`src/rtl/mem_port_arbiter.sv`:
```
// mem_port_arbiter
// Shares one single-ported memory between instruction fetch and data
// load/store. Each access is a request/done handshake toward the pipeline
// and a mem_req/mem_ready handshake toward the memory. Data wins ties, but
// once MAX_DSTREAK data grants have gone by while a fetch waited, the fetch
// goes next. A wait longer than TIMEOUT cycles is aborted with err=1.
//
// Ports
//   clk, rst          clock, synchronous active-high reset
//   if_req/if_addr    fetch request and address (held until if_done)
//   if_done/if_rdata  fetch completion pulse and fetched word
//   d_req/d_we/d_addr/d_wdata/d_be   data request (held until d_done)
//   d_done/d_rdata    data completion pulse and load data (0 on store/error)
//   err               valid with a done pulse: 1 = access timed out
//   stall_if/stall_mem  combinational stall requests to the pipeline
//   mem_req/mem_we/mem_addr/mem_wdata/mem_be   memory request bus
//   mem_ready/mem_rdata                         memory response
module mem_port_arbiter #(
   parameter int XLEN        = 32,
   parameter int ADDR_W      = 32,
   parameter int MAX_DSTREAK = 4,
   parameter int TIMEOUT     = 64
) (
   input  logic                clk,
   input  logic                rst,
   input  logic                if_req,
   input  logic [ADDR_W-1:0]   if_addr,
   output logic                if_done,
   output logic [XLEN-1:0]     if_rdata,
   input  logic                d_req,
   input  logic                d_we,
   input  logic [ADDR_W-1:0]   d_addr,
   input  logic [XLEN-1:0]     d_wdata,
   input  logic [XLEN/8-1:0]   d_be,
   output logic                d_done,
   output logic [XLEN-1:0]     d_rdata,
   output logic                err,
   output logic                stall_if,
   output logic                stall_mem,
   output logic                mem_req,
   output logic                mem_we,
   output logic [ADDR_W-1:0]   mem_addr,
   output logic [XLEN-1:0]     mem_wdata,
   output logic [XLEN/8-1:0]   mem_be,
   input  logic                mem_ready,
   input  logic [XLEN-1:0]     mem_rdata
);

   localparam int BE_W = XLEN / 8;
   localparam int SW   = $clog2(MAX_DSTREAK + 1);
   localparam int TW   = (TIMEOUT > 1) ? $clog2(TIMEOUT) : 1;
   localparam logic [SW-1:0] STREAK_MAX = SW'(MAX_DSTREAK);
   localparam logic [TW-1:0] T_LAST     = (TIMEOUT > 0) ? TW'(TIMEOUT - 1) : '0;

   typedef enum logic [1:0] {
      IDLE    = 2'd0,
      BUSY_IF = 2'd1,
      BUSY_D  = 2'd2,
      RESP    = 2'd3
   } state_t;

   state_t            state, stateNext;
   logic [SW-1:0]     streak, streakNext;
   logic [TW-1:0]     tCount, tCountNext;
   logic              memReqNext, memWeNext;
   logic [ADDR_W-1:0] memAddrNext;
   logic [XLEN-1:0]   memWdataNext;
   logic [BE_W-1:0]   memBeNext;
   logic              ifDoneNext, dDoneNext, errNext;
   logic [XLEN-1:0]   ifRdataNext, dRdataNext;
   logic              dataWins;

   // Stalls are the only combinational outputs: a requester is stalled
   // until the cycle its done pulse is visible.
   assign stall_if  = if_req & ~if_done;
   assign stall_mem = d_req & ~d_done;

   // Data normally wins; a fetch that has watched MAX_DSTREAK data grants
   // in a row takes priority so it cannot be starved.
   assign dataWins = d_req & ~(if_req & (streak == STREAK_MAX));

   // Next-state and next-output logic. Every registered output holds its
   // value unless a branch below changes it, which is what keeps mem_* stable
   // during wait states and the rdata outputs stable between completions.
   always_comb begin
      stateNext    = state;
      streakNext   = streak;
      tCountNext   = tCount;
      memReqNext   = mem_req;
      memWeNext    = mem_we;
      memAddrNext  = mem_addr;
      memWdataNext = mem_wdata;
      memBeNext    = mem_be;
      ifDoneNext   = if_done;
      dDoneNext    = d_done;
      errNext      = err;
      ifRdataNext  = if_rdata;
      dRdataNext   = d_rdata;
      case (state)
         IDLE: begin
            if (dataWins) begin
               stateNext    = BUSY_D;
               memReqNext   = 1'b1;
               memWeNext    = d_we;
               memAddrNext  = d_addr;
               memWdataNext = d_wdata;
               memBeNext    = d_we ? d_be : '1;
               tCountNext   = '0;
               if (if_req && (streak != STREAK_MAX)) begin
                  streakNext = streak + 1'b1;
               end
            end else if (if_req) begin
               stateNext    = BUSY_IF;
               memReqNext   = 1'b1;
               memWeNext    = 1'b0;
               memAddrNext  = if_addr;
               memWdataNext = '0;
               memBeNext    = '1;
               tCountNext   = '0;
               streakNext   = '0;
            end
         end
         BUSY_IF, BUSY_D: begin
            if (mem_ready) begin
               stateNext  = RESP;
               memReqNext = 1'b0;
               errNext    = 1'b0;
               if (state == BUSY_IF) begin
                  ifDoneNext  = 1'b1;
                  ifRdataNext = mem_rdata;
               end else begin
                  dDoneNext  = 1'b1;
                  dRdataNext = mem_we ? '0 : mem_rdata;
               end
            end else if ((TIMEOUT != 0) && (tCount == T_LAST)) begin
               stateNext  = RESP;
               memReqNext = 1'b0;
               errNext    = 1'b1;
               if (state == BUSY_IF) begin
                  ifDoneNext  = 1'b1;
                  ifRdataNext = '0;
               end else begin
                  dDoneNext  = 1'b1;
                  dRdataNext = '0;
               end
            end else begin
               tCountNext = tCount + 1'b1;
            end
         end
         RESP: begin
            stateNext  = IDLE;
            ifDoneNext = 1'b0;
            dDoneNext  = 1'b0;
            errNext    = 1'b0;
         end
         default: begin
            stateNext = IDLE;
         end
      endcase
   end

   // State and output registers. Reset aborts any access in flight without
   // a done pulse; mem_req simply drops.
   always_ff @(posedge clk) begin
      if (rst) begin
         state     <= IDLE;
         streak    <= '0;
         tCount    <= '0;
         mem_req   <= 1'b0;
         mem_we    <= 1'b0;
         mem_addr  <= '0;
         mem_wdata <= '0;
         mem_be    <= '0;
         if_done   <= 1'b0;
         d_done    <= 1'b0;
         err       <= 1'b0;
         if_rdata  <= '0;
         d_rdata   <= '0;
      end else begin
         state     <= stateNext;
         streak    <= streakNext;
         tCount    <= tCountNext;
         mem_req   <= memReqNext;
         mem_we    <= memWeNext;
         mem_addr  <= memAddrNext;
         mem_wdata <= memWdataNext;
         mem_be    <= memBeNext;
         if_done   <= ifDoneNext;
         d_done    <= dDoneNext;
         err       <= errNext;
         if_rdata  <= ifRdataNext;
         d_rdata   <= dRdataNext;
      end
   end

endmodule

```
`config.mk`:
```
export PLATFORM = sky130hd
export DESIGN_NAME = mem_port_arbiter
export DESIGN_NICKNAME = d
export VERILOG_FILES = /design/src/rtl/mem_port_arbiter.sv
export SDC_FILE = /design/constraint.sdc
export NUM_CORES = 1
export LEC_CHECK = 0
export BUFFER_PORTS_ARGS = -buffer_cell sky130_fd_sc_hd__buf_2
export CORE_ASPECT_RATIO = 1.25
export CORE_MARGIN = 8
export CORE_UTILIZATION = 49
export CTS_BUF_LIST = sky130_fd_sc_hd__clkbuf_2
export DETAILED_ROUTE_END_ITERATION = 10
export PLACE_DENSITY_LB_ADDON = 0.08
export SYNTH_ARGS = -nofsm -noshare
export SYNTH_HDL_FRONTEND = slang
export SYNTH_SLANG_ARGS = --single-unit
```
`constraint.sdc`:
```
create_clock -name clk -period 2.3 [get_ports clk]
set_clock_uncertainty 0.15 [all_clocks]
set_input_delay 0.23 -clock clk [delete_from_list [all_inputs] [get_ports clk]]
set_output_delay 0.23 -clock clk [all_outputs]
set_load 0.02 [all_outputs]
```
==> flow_metrics.tcl <==
set metrics [dict create \
    cp.required_ps 2750 \
    hpwl_microns 13600 \
    drt_iter0_drc 528 \
    rows 46 \
    grt_overflow 0 \
    die_x_microns 116 \
    synth_top_area_cell "dfxtp_1" \
    intPower_w 0.00497 \
    grt_pass1_wl_microns 35400 \
    ioPinCount 277 \
    antenna_found_initial 3 \
    seq_power_share 0.384 \
    dieArea_sq_um 16500 \
    postRouteAntennaNets 0 \
    cp-end-kind "flop" \
    synthArstFlopShare 0 \
    arrival_ps 2670 \
    clk_latency_ps 700 \
    hold_end "mem_wdata[15]$_SDFFE_PP0P_" \
    switching_power_w 0.00343 \
    core_sq_um 12500 \
    period_minus_slack_ps 2220 \
    worst_r2r_endpoint "d_rdata[16]$_SDFFE_PP0P_" \
    cts_tree "done" \
    cts_made_buffers 17 \
    clk_path_buf_depth 2 \
    start_util 0.494 \
    grt_use_total 0.271 \
    worstSetupStartpointType "flop" \
    cts.sink_count 148 \
    p_leak_nw 4.27 \
    portBuffers 276 \
    hp-class "input port to flop" \
    wirelength_microns 23000 \
    postLayoutSetupSlackWorst_ps 80.1 \
    worst_slew_pin_slew_ps 611 \
    synthTopCellsByArea "dfxtp_1, nand2_1, a21oi_1, mux2i_1, a31oi_1" \
    fin_util 0.763 \
    ys_types 45 \
    grt_pass1_vias 7057 \
    yosys_most_used_dff "dfxtp_1" \
    power_density_nw_per_um2 882 \
    htree_levels 4 \
    cts_root_buf "clkbuf_2" \
    status "finished clean" \
    vias_per_cell 5.28 \
    syn-instance-count 755 \
    regToRegStartpoint "state[0]$_SDFFE_PP0P_" \
    maxCapViolCount 0 \
    drc 0 \
    synth_top_family_by_area "simple AND/OR/NAND/NOR gates" \
    slew_headroom 0.593 \
    pre_cts_slack_ps 164 \
    share_comb_of_total_power 0.454 \
    setup_viol 0 \
    place_inst 1154 \
    syn_nets 899 \
    drive_above_1_share 0.292 \
    synth_edf_count 0 \
    max-vdd-ir-drop_mv 0.568 \
    hold_start "d_wdata[15]" \
    syn2layout_area_growth_pct 54.3 \
    synthesis.area_sq_um 6170 \
    worst-setup-path-type "flop to flop" \
    reg2regPathDepth 8 \
    synth_fa_ha_area_frac 0.0122 \
    slew_violations 0 \
    synth_seq_cells 148 \
    worstPathMaxFanout 11 \
    hold_viol_final 0 \
    r2r_slack_ps 80 \
    syn_area_per_cell_sq_um 8.18 \
    nNetsFinal 1302 \
    ys_seq_area_frac 0.480 \
    synthMuxAreaShare 0.0551 \
    hold_depth 4 \
    mostFrequentLayoutCell "buf_2" \
    rsz0062_at_grt "yes" \
    synth-simple-area-share 0.243 \
    gp_congestion 0.824 \
    swShare 0.408 \
    synth-xor-area-share 0 \
    wl_per_cell_microns 17.1 \
    p_clk_frac 0.162 \
    fmax_ghz 0.450 \
    nFillCells 925 \
    synth_compound_area_frac 0.159 \
    mostFrequentLayoutCells "buf_2, dlygate4sd3_1, dfxtp_1, nand2_1, a21oi_1" \
    clkSlewWorstSetupHoldPaths_ps 190 \
    die_h_microns 141 \
    grt_max_degree 113 \
    yosysWarnings 0 \
    num_vias 7089 \
    synth_top_area_frac 0.480 \
    period_share 0.965 \
    first_pass_iters 5 \
    stdcell_count 1342 \
]
synthesized netlist by cell type, types with 2 or more instances:
cell / count
a211oi_1: 2
inv_1: 8
nand2b_1: 2
ha_1: 6
buf_2: 6
nor2b_1: 4
nand2_1: 138
nor3b_1: 2
a311oi_1: 2
nor3_1: 5
nor4_1: 2
nor2_1: 49
nand3_1: 42
buf_6: 3
clkbuf_1: 55
mux2i_1: 34
o21ai_0: 41
o21bai_1: 2
or3_1: 3
nand3b_1: 2
a31oi_1: 35
buf_1: 4
and2_1: 33
nand4_1: 33
a21oi_1: 75
dfxtp_1: 148
flip-flops by register name (all words and copies together) (netlist names), 2 cells and up, named ones only:
register   count
if_rdata      32
mem_be         4
d_rdata       32
mem_wdata     32
tCount         6
state          2
streak         3
mem_addr      32
power by group through the flow:
stage                     clock network, W  logic [W]  registers, W
after floorplan                          0    0.00175       0.00375
after global placement                   0    0.00340       0.00324
after detailed placement                 0    0.00340       0.00325
after CTS                          0.00140    0.00361       0.00320
after global routing               0.00151    0.00412       0.00328
final                              0.00136    0.00382       0.00322
cell type report:
class,count,area [sq um],area share
repair buffers,452,3190,0.335
flip-flops and latches,148,2970,0.311
multi-input cells,531,2920,0.306
well taps,168,210,0.0221
clock buffers,23,115,0.0121
clock inverters,8,85.1,0.00893
inverters,8,30.0,0.00315
diodes,4,10.0,0.00105
critical path, cell delays in order, from the launching register on:
cell and delay, ps:
dfxtp_2 390, inv_1 70, ha_2 370, nand2_1 140, o41ai_4 340, buf_4 220, clkbuf_16 180, mux2i_1 200
nor2_1 60
through the flow:
step                      TNS (ps)  hold WS, ps  power [W]  area, sq um
final                            0          156    0.00840         9520
after detailed placement         0          290    0.00665         7740
after global placement           0          286    0.00664         7740
after floorplan                  0          222    0.00549         6170
after CTS                        0         68.7    0.00822         9430
after global routing          -222         74.4    0.00891         9520
worst max-delay path by stage:
stage	startpoint	to
after detailed placement	state[0]$_SDFFE_PP0P_	d_rdata[2]$_SDFFE_PP0P_
after CTS	state[0]$_SDFFE_PP0P_	d_rdata[3]$_SDFFE_PP0P_
final	state[0]$_SDFFE_PP0P_	d_rdata[16]$_SDFFE_PP0P_
after floorplan	tCount[0]$_SDFFE_PP0P_	d_rdata[1]$_SDFFE_PP0P_
after global placement	state[0]$_SDFFE_PP0P_	state[0]$_SDFFE_PP0P_
after global routing	state[1]$_SDFFE_PP0P_	d_rdata[3]$_SDFFE_PP0P_
metal layers:
layer	vias to the layer above	global-route usage	routed length (microns)
li1	3438	-	-
met5	-	0	0
met2	330	0.451	11400
met4	0	0.149	978
met1	3249	0.290	8470
met3	72	0.0970	2150
repair_timing:
action | in CTS | in global routing
hold buffers | 149 | 0
setup endpoints to repair | 0 | 32
gates resized for setup | 0 | 5
setup buffers | 0 | 2
endpoints found under the hold margin | 148 | 0
kinds of logic after synthesis:
family	count (synthesis)
adders and majority gates	6
muxes	34
AOI/OAI and AO/OA	171
buffers and inverters	76
and+or+nand+nor	320
DFF	148
No activity file was read; power rests on OpenSTA's default activity.
